## config.mk

```make
export PLATFORM = sky130hd
export DESIGN_NAME = mem_arbiter
export DESIGN_NICKNAME = d
export VERILOG_FILES = /design/src/rtl/mem_arbiter_pkg.sv /design/src/rtl/mem_arbiter_byte_lane.sv /design/src/rtl/mem_arbiter.sv
export SDC_FILE = /design/constraint.sdc
export NUM_CORES = 1
export LEC_CHECK = 0
export BUFFER_PORTS_ARGS = -buffer_cell sky130_fd_sc_hd__clkbuf_2
export CORE_ASPECT_RATIO = 0.9
export CORE_MARGIN = 5
export CORE_UTILIZATION = 58
export DETAILED_ROUTE_END_ITERATION = 7
export HOLD_SLACK_MARGIN = 0.06
export PLACE_DENSITY_LB_ADDON = 0.05
export SLEW_MARGIN = 20
export SYNTH_ARGS = -nofsm -noshare
export SYNTH_HDL_FRONTEND = slang
export SYNTH_SLANG_ARGS = --single-unit
```

## constraint.sdc

```tcl
create_clock -name clk -period 6.51 [get_ports clk]
set_input_delay 0.651 -clock clk [delete_from_list [all_inputs] [get_ports clk]]
set_output_delay 0.651 -clock clk [all_outputs]
set_load 0.02 [all_outputs]
```

## src/rtl/mem_arbiter_pkg.sv

```systemverilog
`default_nettype none
// ============================================================================
// Module   : mem_arbiter_pkg
// Purpose  : Shared types and constants for the byte-wide RAM port arbiter.
// Revision : 1.0
// ============================================================================
package mem_arbiter_pkg;

    typedef enum logic [1:0] {
        ST_IDLE  = 2'd0,
        ST_READ  = 2'd1,
        ST_WRITE = 2'd2,
        ST_DONE  = 2'd3
    } state_t;

    typedef enum logic {
        OWN_IF = 1'b0,
        OWN_LS = 1'b1
    } owner_t;

    localparam logic [1:0] SZ_B = 2'd0;
    localparam logic [1:0] SZ_H = 2'd1;
    localparam logic [1:0] SZ_W = 2'd2;

    localparam logic [1:0] IO_HI_DFLT = 2'b11;

    // Size code 3 is folded onto word.
    function automatic logic [2:0] size_bytes(input logic [1:0] sz);
        case (sz)
            SZ_B:    size_bytes = 3'd1;
            SZ_H:    size_bytes = 3'd2;
            default: size_bytes = 3'd4;
        endcase
    endfunction

endpackage
`default_nettype wire

```

## src/rtl/mem_arbiter_byte_lane.sv

```systemverilog
`default_nettype none
// ============================================================================
// Module   : mem_byte_lane
// Purpose  : Write-byte select and read-byte insert with zero fill above N.
// Revision : 1.0
// ============================================================================
module mem_byte_lane
    import mem_arbiter_pkg::*;
(
    input  logic [31:0] wdata_i,
    input  logic [1:0]  wsel_i,
    input  logic [31:0] asm_i,
    input  logic [7:0]  din_i,
    input  logic [1:0]  isel_i,
    input  logic [2:0]  nbytes_i,
    output logic [7:0]  wbyte_o,
    output logic [31:0] asm_o
);

    assign wbyte_o = 8'(wdata_i >> {wsel_i, 3'b000});

    for (genvar i = 0; i < 4; i++) begin : g_lane
        assign asm_o[8*i +: 8] = (3'(i) >= nbytes_i) ? 8'h00 :
                                 (isel_i == 2'(i))   ? din_i : asm_i[8*i +: 8];
    end

endmodule
`default_nettype wire

```

## src/rtl/mem_arbiter.sv

```systemverilog
`default_nettype none
// ============================================================================
// Module   : mem_arbiter
// Purpose  : Shares one byte-wide RAM port between fetch (IF) and load/store.
// Revision : 1.0
// ============================================================================
module mem_arbiter
    import mem_arbiter_pkg::*;
#(
    parameter int         ADDR_W = 32,
    parameter logic [1:0] IO_HI  = IO_HI_DFLT
) (
    input  logic              clk,
    input  logic              rst,
    input  logic              rdy,
    input  logic              clear,
    input  logic              if_req,
    input  logic [ADDR_W-1:0] if_addr,
    output logic              if_ready,
    output logic [31:0]       if_data,
    input  logic              ls_load,
    input  logic              ls_store,
    input  logic [1:0]        ls_size,
    input  logic [ADDR_W-1:0] ls_addr,
    input  logic [31:0]       ls_wdata,
    output logic              ls_ready,
    output logic [31:0]       ls_rdata,
    input  logic [7:0]        mem_din,
    output logic [7:0]        mem_dout,
    output logic [ADDR_W-1:0] mem_a,
    output logic              mem_wr,
    input  logic              io_buffer_full
);

    state_t            state_q, state_d;
    owner_t            owner_q, owner_d;
    logic              wr_q, wr_d;
    logic [ADDR_W-1:0] base_q, base_d;
    logic [2:0]        n_q, n_d;
    logic [2:0]        k_q, k_d;
    logic [31:0]       wdata_q, wdata_d;
    logic [31:0]       asm_q, asm_d;
    logic [31:0]       if_data_q, if_data_d;
    logic [31:0]       ls_rdata_q, ls_rdata_d;

    logic [ADDR_W-1:0] w_addr;
    logic              w_stall;
    logic [1:0]        w_isel;
    logic [7:0]        w_wbyte;
    logic [31:0]       w_asm_ins;

    assign w_addr  = base_q + ADDR_W'(k_q);
    assign w_stall = (w_addr[17:16] == IO_HI) && io_buffer_full;
    // In READ, cycle k captures the byte addressed one cycle earlier.
    assign w_isel  = k_q[1:0] - 2'd1;

    mem_byte_lane u_lane (
        .wdata_i  (wdata_q),
        .wsel_i   (k_q[1:0]),
        .asm_i    (asm_q),
        .din_i    (mem_din),
        .isel_i   (w_isel),
        .nbytes_i (n_q),
        .wbyte_o  (w_wbyte),
        .asm_o    (w_asm_ins)
    );

    always_ff @(posedge clk) begin
        if (!rst) begin
            state_q    <= ST_IDLE;
            owner_q    <= OWN_IF;
            wr_q       <= 1'b0;
            base_q     <= '0;
            n_q        <= '0;
            k_q        <= '0;
            wdata_q    <= '0;
            asm_q      <= '0;
            if_data_q  <= '0;
            ls_rdata_q <= '0;
        end else if (rdy) begin
            state_q    <= state_d;
            owner_q    <= owner_d;
            wr_q       <= wr_d;
            base_q     <= base_d;
            n_q        <= n_d;
            k_q        <= k_d;
            wdata_q    <= wdata_d;
            asm_q      <= asm_d;
            if_data_q  <= if_data_d;
            ls_rdata_q <= ls_rdata_d;
        end
    end

    always_comb begin
        state_d    = state_q;
        owner_d    = owner_q;
        wr_d       = wr_q;
        base_d     = base_q;
        n_d        = n_q;
        k_d        = k_q;
        wdata_d    = wdata_q;
        asm_d      = asm_q;
        if_data_d  = if_data_q;
        ls_rdata_d = ls_rdata_q;
        case (state_q)
            ST_IDLE: begin
                k_d = '0;
                if (!clear) begin
                    if (ls_store || ls_load) begin
                        state_d = ls_store ? ST_WRITE : ST_READ;
                        owner_d = OWN_LS;
                        wr_d    = ls_store;
                        base_d  = ls_addr;
                        n_d     = size_bytes(ls_size);
                        wdata_d = ls_wdata;
                        asm_d   = '0;
                    end else if (if_req) begin
                        state_d = ST_READ;
                        owner_d = OWN_IF;
                        wr_d    = 1'b0;
                        base_d  = if_addr;
                        n_d     = 3'd4;
                        asm_d   = '0;
                    end
                end
            end
            ST_READ: begin
                if (clear) begin
                    state_d = ST_IDLE;
                end else begin
                    if (k_q != 3'd0) begin
                        asm_d = w_asm_ins;
                    end
                    if (k_q == n_q) begin
                        state_d = ST_DONE;
                        if (owner_q == OWN_LS) begin
                            ls_rdata_d = w_asm_ins;
                        end else begin
                            if_data_d = w_asm_ins;
                        end
                    end else begin
                        k_d = k_q + 3'd1;
                    end
                end
            end
            ST_WRITE: begin
                if (!w_stall) begin
                    if (k_q == n_q - 3'd1) begin
                        state_d = ST_DONE;
                    end else begin
                        k_d = k_q + 3'd1;
                    end
                end
            end
            ST_DONE: begin
                state_d = ST_IDLE;
                k_d     = '0;
            end
            default: state_d = ST_IDLE;
        endcase
    end

    always_comb begin
        mem_a    = '0;
        mem_dout = '0;
        mem_wr   = 1'b0;
        if_ready = 1'b0;
        ls_ready = 1'b0;
        case (state_q)
            ST_READ: mem_a = w_addr;
            ST_WRITE: begin
                mem_a    = w_addr;
                mem_dout = w_wbyte;
                mem_wr   = rdy && !w_stall;
            end
            ST_DONE: begin
                // A flush drops a read result but never a committed store.
                if (rdy && (wr_q || !clear)) begin
                    if (owner_q == OWN_LS) begin
                        ls_ready = 1'b1;
                    end else begin
                        if_ready = 1'b1;
                    end
                end
            end
            default: ;
        endcase
    end

    assign if_data  = if_data_q;
    assign ls_rdata = ls_rdata_q;

endmodule
`default_nettype wire
```

# ---- Word-level counts from Yosys, hierarchy flattened
# Cells that the tools add are included.
dict set report word_totals {
  wordCells 107
  output_inout_bits 107
  reg_bits 170
}
dict set report classes {
  n_eq_ne 19
  n_addsub 4
  reduce_logical 22
  n_mux 45
  shifts 1
  bitwise_logic 2
  order_cmp 4
}
# op count
set op_table {}
lappend op_table {{2-to-1 mux 32 bit} 8}
lappend op_table {{2-to-1 mux 8 bit} 9}
lappend op_table {{case mux 32 bit (2 select lines)} 1}
lappend op_table {{adder 32 x 3 -> 32 bit} 1}
lappend op_table {{right shift 32 x 5 -> 8 bit} 1}
lappend op_table {{2-to-1 mux 3 bit} 6}
lappend op_table {{2-to-1 mux 2 bit} 8}
lappend op_table {{AND reduction 5 bit} 3}
lappend op_table {{!= test 2 bit, second input constant} 7}
lappend op_table {{AND reduction 6 bit} 2}
lappend op_table {{equality test 2 bit, second input constant} 5}
lappend op_table {{2-to-1 mux 1 bit} 10}
lappend op_table {{case mux 3 bit (3 select lines)} 1}
lappend op_table {{case mux 2 bit (4 select lines)} 1}
lappend op_table {{AND reduction 4 bit} 2}
lappend op_table {{equality test 2 x 1 -> 1 bit, second input constant} 3}
lappend op_table {{equality test 3 bit} 2}
lappend op_table {{>= comparator 1 x 3 -> 1 bit, first input constant} 2}
lappend op_table {{>= comparator 2 x 3 -> 1 bit, first input constant} 2}
lappend op_table {{zero test 2 bit} 3}
lappend op_table {{!= test 3 bit, second input constant} 2}
lappend op_table {{case mux 3 bit (2 select lines)} 1}
lappend op_table {{nonzero test 2 bit} 2}
lappend op_table {{OR reduction 2 bit} 2}
lappend op_table {{8 further kinds} 13}

# ---- Depth between registers and ports, before layout
# Gate-level depths: netlist of run 1.
dict set report logic_depth {
  depth_word 7
  mapped_depth 11
}

# ---- By module
# From an unflattened synthesis of run 1, not the netlist that was laid out.
dict set report unflattened {
  hier_cells 1059
  hier_area_um2 8688.3
}
# mod seq_area_each_um2 cells_each instances area_each_um2
set modules_own_cells {}
lappend modules_own_cells {mem_arbiter 3403.3 945 1 7951.4}
lappend modules_own_cells {mem_byte_lane 0.0 114 1 737.0}

# ---- Worst setup path after synthesis of run 1
# No wires, ideal clock.
dict set report synth_timing {
  kind {reg-to-output}
  from {register k_q[0]}
  to {output mem_a[30]}
  path_slack_ns 3.580
  required_time_ns 5.859
  n_path_buf 1
  t_arrival_ns 2.279
  path_stages_with_launch 10
  cell_sequence {dfxtp_1 -> ha_1 -> fa_1 -> a21o_1 -> and3_1 -> and3_1 -> buf_2 -> and2b_1 -> nand4_1 -> mux2i_1}
}
dict set report synth_via {
  elab_chain_cells 2
}
# element line_no
set synth_rtl {}
lappend synth_rtl {{from (decl)} mem_arbiter.sv:40} ;# logic [2:0] k_q, k_d;
lappend synth_rtl {{from (signal assigned)} mem_arbiter.sv:86} ;# k_q <= k_d;
lappend synth_rtl {{adder 32 x 3 -> 32 bit} mem_arbiter.sv:52} ;# assign w_addr = base_q + ADDR_W'(k_q);
lappend synth_rtl {{2-to-1 mux 32 bit} mem_arbiter.sv:169} ;# case (state_q)
lappend synth_rtl {{to (decl)} mem_arbiter.sv:30} ;# output logic [ADDR_W-1:0] mem_a,
# No other way between the ends.

# ---- Final worst setup path of run 1
# Same ends and word-level chain as after synthesis.

==> flow_results.org, run 1 <==
** Final layout
- Layout net count :: around 1,400
- 0 antenna diodes ended up in the layout.
- From synthesis to final layout, the design area changed by 20.6%.
- Layout filler cell count :: roughly 1,300
- Ratio of cells with drive above 1 in the final layout :: a little under a quarter
- Final non-filler cell total :: about 1,500
- For this run, the share of the core covered by cells in the final layout is between 70 and 80%.

** Clock tree
- Num CTS Buffers :: 17
- Largest buffer count on any clock path :: 2
- Clock-pin slew was measured on the worst setup and hold paths at 0.07 ns.
- Post-CTS timing repair inserted 0 buffers for setup.
- TritonCTS clock tree :: built
- The H-tree was split into 4 levels.
- Number of cells upsized or downsized after cts :: 0
- For the worst-skew pair, the clock arrives at the later sink with an insertion delay of 0.43 ns.
- In this run, post-CTS hold repair placed 0 buffers.
- Counting every sink on the clock net gives 170.
- Clock tree root buffer cell :: clkbuf_16

** Timing
- Summed negative setup slack over all endpoints :: 0 ns
- Setup violations remaining at the end of the flow were counted as 0.
- On the final layout, the worst hold slack is ~0.44 ns.
- The final number of max-transition violations is 0.
- Fin crit share :: between 50% and 60%
- Final Critical Period :: a little under 4 ns
- Timing would allow up to 260 MHz.
- In this run the tightest slew margin relative to its limit is about two fifths.
- Final worst clock skew :: between 0.007 and 0.008 ns
- Setup repair after global routing left no endpoint under its margin.
- Final Hold Vio Count :: 0
- Transition time of the tightest slew-check pin :: around 0.9 ns

** Status
- Outcome :: finished clean

** Floorplan
- The floorplan step defined a die boundary enclosing around 17,000 µm².
- Area of the core :: ~15,000 µm²
- The floorplan has 42 rows.
- Horiz. Die Dim :: 138 µm
- Initial standard-cell utilization of the core :: roughly 60%
- In this run the count of I/O pins placed on the die edge is about 220.
- In this run the vertical extent of the chip is 126 µm.

** Global routing
- Met3 GRT Util :: 6.03%
- Wire length of the first global-routing pass :: 37,500 µm
- The via count of the first global-routing pass is between 7,000 and 8,000.
- For met2 alone, demand over resource in global routing was between 40% and 50%.
- The initial antenna violation count was 0.
- Total global routing track utilization :: between 20% and 30%
- For met1 alone, demand over resource in global routing was a little over a third.
- Gr ovfl total :: 0
- met2 is the most crowded layer.
- Pin count of the biggest net entering global routing :: 101

** Run
- Max-cap violations :: 0

** Placement
- Input/output buffers :: 220
- The congestion estimate from routability-driven global placement came to between 0.8 and 0.9.
- Count of placed standard cells including taps :: around 1,400
- Detailed placement finished with a half-perimeter wire length of 15,600 µm.

** Worst setup path
- Path length in cells of the critical path :: 9
- In this run the critical register-to-register path is launched from k_q[0]$_SDFFE_PN0P_.
- For flop-to-flop paths, the worst setup slack is 3.72 ns.
- Capture point of the worst path :: mem_a[30]
- The worst register-to-register path has a depth of 8.
- CP peak stage delay :: 0.85 ns
- Critical path class :: reg2out
- The worst setup path is launched from a flip-flop.
- For the worst setup path, the data required time is ~5.9 ns.
- The endpoint identified for the worst register-to-register timing path is k_q[1]$_SDFFE_PN0P_.
- Walking the worst path, the cells encountered are ha_1 -> fa_1 -> a21o_1 -> and3_1 -> and3_1 -> and2b_1 -> nand4_1 -> mux2i_1 -> clkbuf_2.
- Counting both buffers and inverters, the worst setup path holds a total of 1.
- CP max FO :: 14
- In this run the worst setup path begins at k_q[0]$_SDFFE_PN0P_.
- STA classifies the critical path endpoint as an output pin.
- The largest individual stage delay along the critical path comes from the cell dfxtp_1.
- The most numerous cell type found on the critical path is and3_1.
- STA puts the critical path data arrival time at 3.20 ns.
- In this design, the largest share of critical-path delay is due to flip-flops.

** Logic synthesis
- Unique masters post-synth :: 51
- Most common flop cell mapped by yosys :: dfxtp_1
- The synthesized design contains 0 enable-type register cells.
- Number of synthesized register bits :: 170
- In this run the cell area of the synthesized design comes to 8610 µm².
- Post-Syn Instances :: around 1,100
- After synthesis, the share of flip-flops with an asynchronous set or reset is 0%.
- Yosys printed 0 warnings.
- The number of nets handed over by synthesis was about 1,200.
- The average instance in the mapped netlist occupies between 8 and 9 µm².
- Of the synthesized area, sequential elements account for 39.5%.

** Drt
- Via total after detailed routing :: 8,024
- Detailed-route DRC error count :: 0
- 1st-pass router iterations :: 7
- The routed design has 23,100 µm of wire.
- Using the TritonRoute via totals, the vias-per-cell ratio works out to ~5.5.
- After detailed routing, the average wire length per cell comes to between 15 and 20 µm.
- Post-route antenna net violation count :: 0
- Count of routing violations after the opening detailed-route iteration :: 580

** Min path
- The tightest min-delay check is of the in2reg type.

** Pwr
- Summing internal, switching and leakage power gives ~2.5 mW.
- Summed over all cells, the static leakage comes to ~4.3 nW.
- The worst-case IR drop observed on VDD is ~0.23 mV.
- PD cells :: between 200 and 250 nW/µm²
==> cell families after synthesis <==
logic type	count (synthesis)	synth area share [%]
xor gates and xnor gates	28	2.85
DFF	170	39.5
AOI/OAI and AO/OA	225	19.5
muxes	48	6.74
and+or+nand+nor	492	24.4
buffers and inverters	96	4.40
adders and majority gates	17	2.56
==> final cells by class <==
cell class / instances / area, µm² / share of cell area [%]
inverters: 17 / 63.8 / 0.614
clock buffers: 19 / 443 / 4.26
well taps: 198 / 248 / 2.38
repair buffers: 230 / 1180 / 11.3
clock inverters: 13 / 188 / 1.81
multi-input cells: 810 / 4860 / 46.8
flip-flops and latches: 170 / 3400 / 32.8
==> flip-flops by register name, summed over array words and instances (netlist names), 2 cells and up <==
register,cells
asm_q,32
base_q,32
if_data,32
k_q,3
ls_rdata,32
n_q,3
state_q,2
wdata_q,32
==> synth_stat cells (all sizes together), types with 2 or more instances <==
cell type  instances  area (µm²)
nor2b              4        25.0
nor2              75         282
ha                16         200
mux4               8         180
clkbuf            62         233
nand2            283        1060
dfxtp            170        3400
xnor2             20         175
inv               16        60.1
and4               3        26.3
o22ai              2        18.8
o31a               2        17.5
o21ai             41         209
nand2b             5        31.3
a21o               2        15.0
a22oi              2        15.0
a211oi             2        15.0
nand4              7        50.1
a21boi           129         968
mux2i             40         400
nor3               6        30.0
nor4               2        18.8
and2              13        81.3
xor2               8        70.1
or3                3        18.8
a21oi              6        33.8
and3               5        31.3
buf               17        82.6
nand3             82         410
o211a             32         320
==> where the power goes <==
part	switching (mW)	internal (mW)
sequential	0.0388	1.07
combinational	0.199	0.124
clock	0.428	0.656
==> worst reg2reg max path, cell delays in order (launching register included) <==
cell	delay, ns
dfxtp_1	0.85
ha_1	0.33
fa_1	0.22
a21o_1	0.16
nand3_1	0.11
o31a_1	0.33
o221a_4	0.28
o22ai_2	0.20
mux2i_1	0.24
==> how the worst min path moves through the flow <==
stage                        startpoint                        to  slack [ns]  cells after the start
3_5_place_dp     asm_q[27]$_SDFFE_PN0P_    asm_q[27]$_SDFFE_PN0P_        0.46                      2
4_1_cts                    ls_wdata[29]  wdata_q[29]$_SDFFE_PN0P_        0.43                      3
5_1_grt                    ls_wdata[12]  wdata_q[12]$_SDFFE_PN0P_        0.45                      3
6_report                   ls_wdata[29]  wdata_q[29]$_SDFFE_PN0P_        0.44                      3
2_1_floorplan  wdata_q[16]$_SDFFE_PN0P_  wdata_q[16]$_SDFFE_PN0P_        0.44                      2
3_3_place_gp     asm_q[25]$_SDFFE_PN0P_    asm_q[25]$_SDFFE_PN0P_        0.45                      2
==> metal layers <==
layer  part of all wire (%)  vias to the layer above
li1                       -                     3980
met1                     46                     3758
met2                     46                      261
met3                    7.0                       25
met4                    1.2                        0
met5                      0                        -
==> through the flow <==
| stage | cell area, µm² | setup slack (ns) |
|---|---|---|
| 6_report | 10400 | 2.66 |
| 5_1_grt | 10400 | 2.40 |
| 4_1_cts | 10400 | 2.61 |
| 3_5_place_dp | 9750 | 3.08 |
| 3_3_place_gp | 9750 | 3.15 |
| 2_1_floorplan | 8610 | 3.58 |
==> cell usage in the layout (no fill, tap or decap), types with 3 or more instances in the layout <==
master / instances
dfxtp_1: 170
nor2_1: 71
xor2_1: 8
xnor2_1: 20
and4_1: 3
ha_1: 16
nand4_1: 6
nand3_1: 82
mux4_2: 8
and2_1: 13
o21ai_0: 39
bufinv_16: 4
buf_4: 11
o211a_1: 32
or3_1: 3
nor2b_1: 4
a21boi_0: 128
clkinv_2: 3
nand2_1: 283
clkbuf_2: 219
nor3_1: 4
inv_1: 16
and3_1: 5
inv_6: 3
a21oi_1: 5
nand2b_1: 5
mux2i_1: 40
clkbuf_16: 17
No activity file was read; power rests on OpenSTA's default activity.
==> inputs of run 2 (changes only) <==
CORE_UTILIZATION = 48   (was 58)
clock period = 3.45 ns   (was 6.51 ns; I/O delays follow)
==> run 2 against run 1 <==
Effect of this change: clock skew grew 0.012 ns; via count is 2.1% lower; sequential power grew 88%; design area rose by 0.95%; setup slack lost 2.4 ns; non-clock buffer count up 7; global-route usage is 3.4 points lower; clock power grew 83%; hold slack got worse by 0.30 ns; critical path type unchanged; largest power group unchanged.
==> flow_results.org, run 2 (synthesis results as in run 1) <==
** Status
- The run finished with clean final reports.

** Final layout
- In the final layout, the share of cells above drive strength 1 is a little under a quarter.
- Finished layout cell area :: 10,500 µm²
- The area growth from synthesis to layout is 21.8%.
- Leaving out fill and tap cells, the most frequent cell in the layout is nand2_1.
- The final layout contains between 1,000 and 1,500 nets.
- Leading cell types in the layout, fill and taps excluded :: 283 x nand2_1, 219 x clkbuf_2, 170 x dfxtp_1
- At the end of the flow the core is filled with cells to about three fifths.
- Once layout is complete, the cells apart from fillers number between 1,500 and 2,000.

** Pwr
- Cell internal power was estimated by the tool at 3.38 mW.
- In this run the static leakage power is 4.36 nW.
- Clock network fraction of total power :: 42.2%
- Summed over all nets, the switching power comes to ~1.3 mW.
- Register share of total power :: 44.5%
- Per report_power, the combinational group accounts for between 10% and 20% of the total.
- Total power :: ~4.7 mW
- Peak supply drop :: slightly above 0.3 mV
- Dividing total power by cell area gives a power density of 447 nW/µm².
- Fraction of power spent switching nets :: between 20% and 30%

** Timing
- Fin crit share :: approximately 92%
- Measured against its own limit, the worst slew margin works out to a little under two fifths.
- RSZ-0062 raised after global routing :: false
- Max Fclk :: 315 MHz
- Summed negative setup slack over all endpoints :: 0 ns
- Final worst clock skew :: 0.0198 ns
- After layout, the minimum clock period comes to ~3.2 ns.
- Setup violations remaining at the end of the flow were counted as 0.
- At the pin with the least slew margin, the transition time is around 0.94 ns.
- The number of failing hold endpoints at the final stage is 0.
- Worst-case setup margin in the final layout :: ~0.28 ns
- Worst hold slack :: ~0.14 ns
- Slew Limit Fails :: 0

** Floorplan
- Area of the core :: 17,600 µm²
- Std-Cell Rows :: 46
- Die Area :: between 20,000 and 25,000 µm²
- Initial standard-cell utilization of the core :: roughly half
- Die boundary height :: ~140 µm
- During I/O placement, the number of pins put on the boundary was 221.
- The die is approximately 150 µm wide.

** Global routing
- Number of antenna violations at the first check in global routing :: 1
- Gr ovfl total :: 0
- Total global routing track utilization :: 22.5%
- Number of global-route vias before repair :: 7,372
- Wire length of the first global-routing pass :: 37,500 µm
- Entering global routing, the biggest net connects 107 pins.

** Clock tree
- Setup Fix Bufs, Post-CTS :: 0
- For this design, the sink count on the clock tree is 170.
- TritonCTS clock tree :: built
- Number of hold buffers added after cts :: 0
- The clock reaches the later pin of the worst-skew pair after 0.43 ns.
- After clock tree synthesis, the clock-pin slew on the worst setup and hold paths is around 0.070 ns.
- Num CTS Buffers :: 17
- CTS built an H-tree with a depth of 4.
- Once the clock tree was built, the resizer swapped 0 gates to a different size.
- Clock tree root buffer cell :: clkbuf_16
- No sink is reached through more buffers than the 2 on the longest clock path.

** Drt
- Routed len/inst :: roughly 15 µm
- In this run, the number of DRC markers left after iteration 0 of detailed routing was between 400 and 500.
- Using the TritonRoute via totals, the vias-per-cell ratio works out to between 5 and 6.
- 1st-pass router iterations :: 4
- For this run, design rule violations remaining after detail routing come to 0.
- Post-route antenna net violation count :: 0
- Summed over all layers, the routed wires come to approximately 23,000 µm.
- Via total after detailed routing :: ~7,900

** Worst setup path
- The critical path contains buffers and inverters numbering 3 combined.
- In this run the worst path has a maximum fanout of 26.
- Data arrives at the worst endpoint at 2.83 ns.
- On the critical path, the stage with the largest delay is an instance of clkinv_1.
- Category of the worst setup path capture point :: output pin
- Counting buffers and inverters, the worst setup path is 5 cells deep.
- CP peak stage delay :: 0.74 ns
- Grouping stages by cell kind, the critical path spends the most delay in buffers and inverters.
- The worst setup path is launched from a flip-flop.
- The number of cells on the worst reg-to-reg path is 8.
- List of cells traversed by the critical path :: inv_1 -> ha_1 -> clkinv_1 -> a21oi_1 -> clkbuf_2
- Critical path class :: reg2out
- Data required time at the worst endpoint :: 3.11 ns

** Placement
- Counting tap cells, the placed design contains a total of between 1,000 and 1,500 instances.
- Worst setup slack before clock tree synthesis :: around 0.73 ns
- Cell area after placement :: between 9000 and 10,000 µm²
- GPL Wtd Cong :: 0.817
- Post-DP HPWL :: around 16,000 µm
- Buffers placed on the I/O ports in this run total 220.

** Run
- Max-cap violations in this run came to 0.

** Min path
- Path class of the lowest-slack min-delay path :: in2reg
- Counting instances, the worst hold path has a depth of 3.
==> run 2: changes by cell type in the layout (fill, tap and decap cells not counted), sizes merged <==
cell | previous run | this run
buf | 11 | 18
bufinv | 4 | 2
clkbuf | 238 | 237
clkinvlp | 2 | 1
diode | 0 | 1
inv | 20 | 24
==> run 2: final timing paths <==
check                                              from                         to  slack (ns)
worst max-delay path            state_q[0]$_SDFFE_PN0P_                  mem_a[21]        0.28
worst min-delay path                       ls_wdata[21]   wdata_q[21]$_SDFFE_PN0P_        0.14
worst max register to register  state_q[0]$_SDFFE_PN0P_  ls_rdata[24]$_SDFFE_PN0P_        0.86
worst min register to register    asm_q[6]$_SDFFE_PN0P_      asm_q[6]$_SDFFE_PN0P_        0.46
==> run 2: cell type report <==
class / count / area, µm²
fill: 1672 / 7120
inverter: 17 / 63.8
multi-input combinational: 810 / 4860
timing repair buffer: 237 / 1240
clock inverter: 14 / 175
tap: 240 / 300
clock buffer: 18 / 439
sequential: 170 / 3400
antenna: 1 / 2.50
==> run 2: metal layers <==
metal	wire length (µm)	share of wire (%)	track usage, %	up-vias
met5	0	0	0	-
met4	278	1.2	5.64	0
met3	1420	6.1	4.97	17
met2	10400	45	35.4	220
met1	11100	48	31.4	3611
li1	-	-	-	4006
==> run 2: power by group through the flow <==
| stage | Combinational (mW) | Clock [mW] | Sequential [mW] |
|---|---|---|---|
| after floorplan | 0.425 | 0 | 2.11 |
| after global placement | 0.625 | 0 | 2.13 |
| after detailed placement | 0.627 | 0 | 2.13 |
| after CTS | 0.630 | 2.02 | 2.08 |
| after global routing | 0.691 | 2.10 | 2.09 |
| final | 0.624 | 1.98 | 2.09 |
==> run 2: tightest hold or removal path, stage by stage <==
cell,delay [ns]
clkbuf_2,0.08
nand2_1,0.04
a21boi_0,0.06
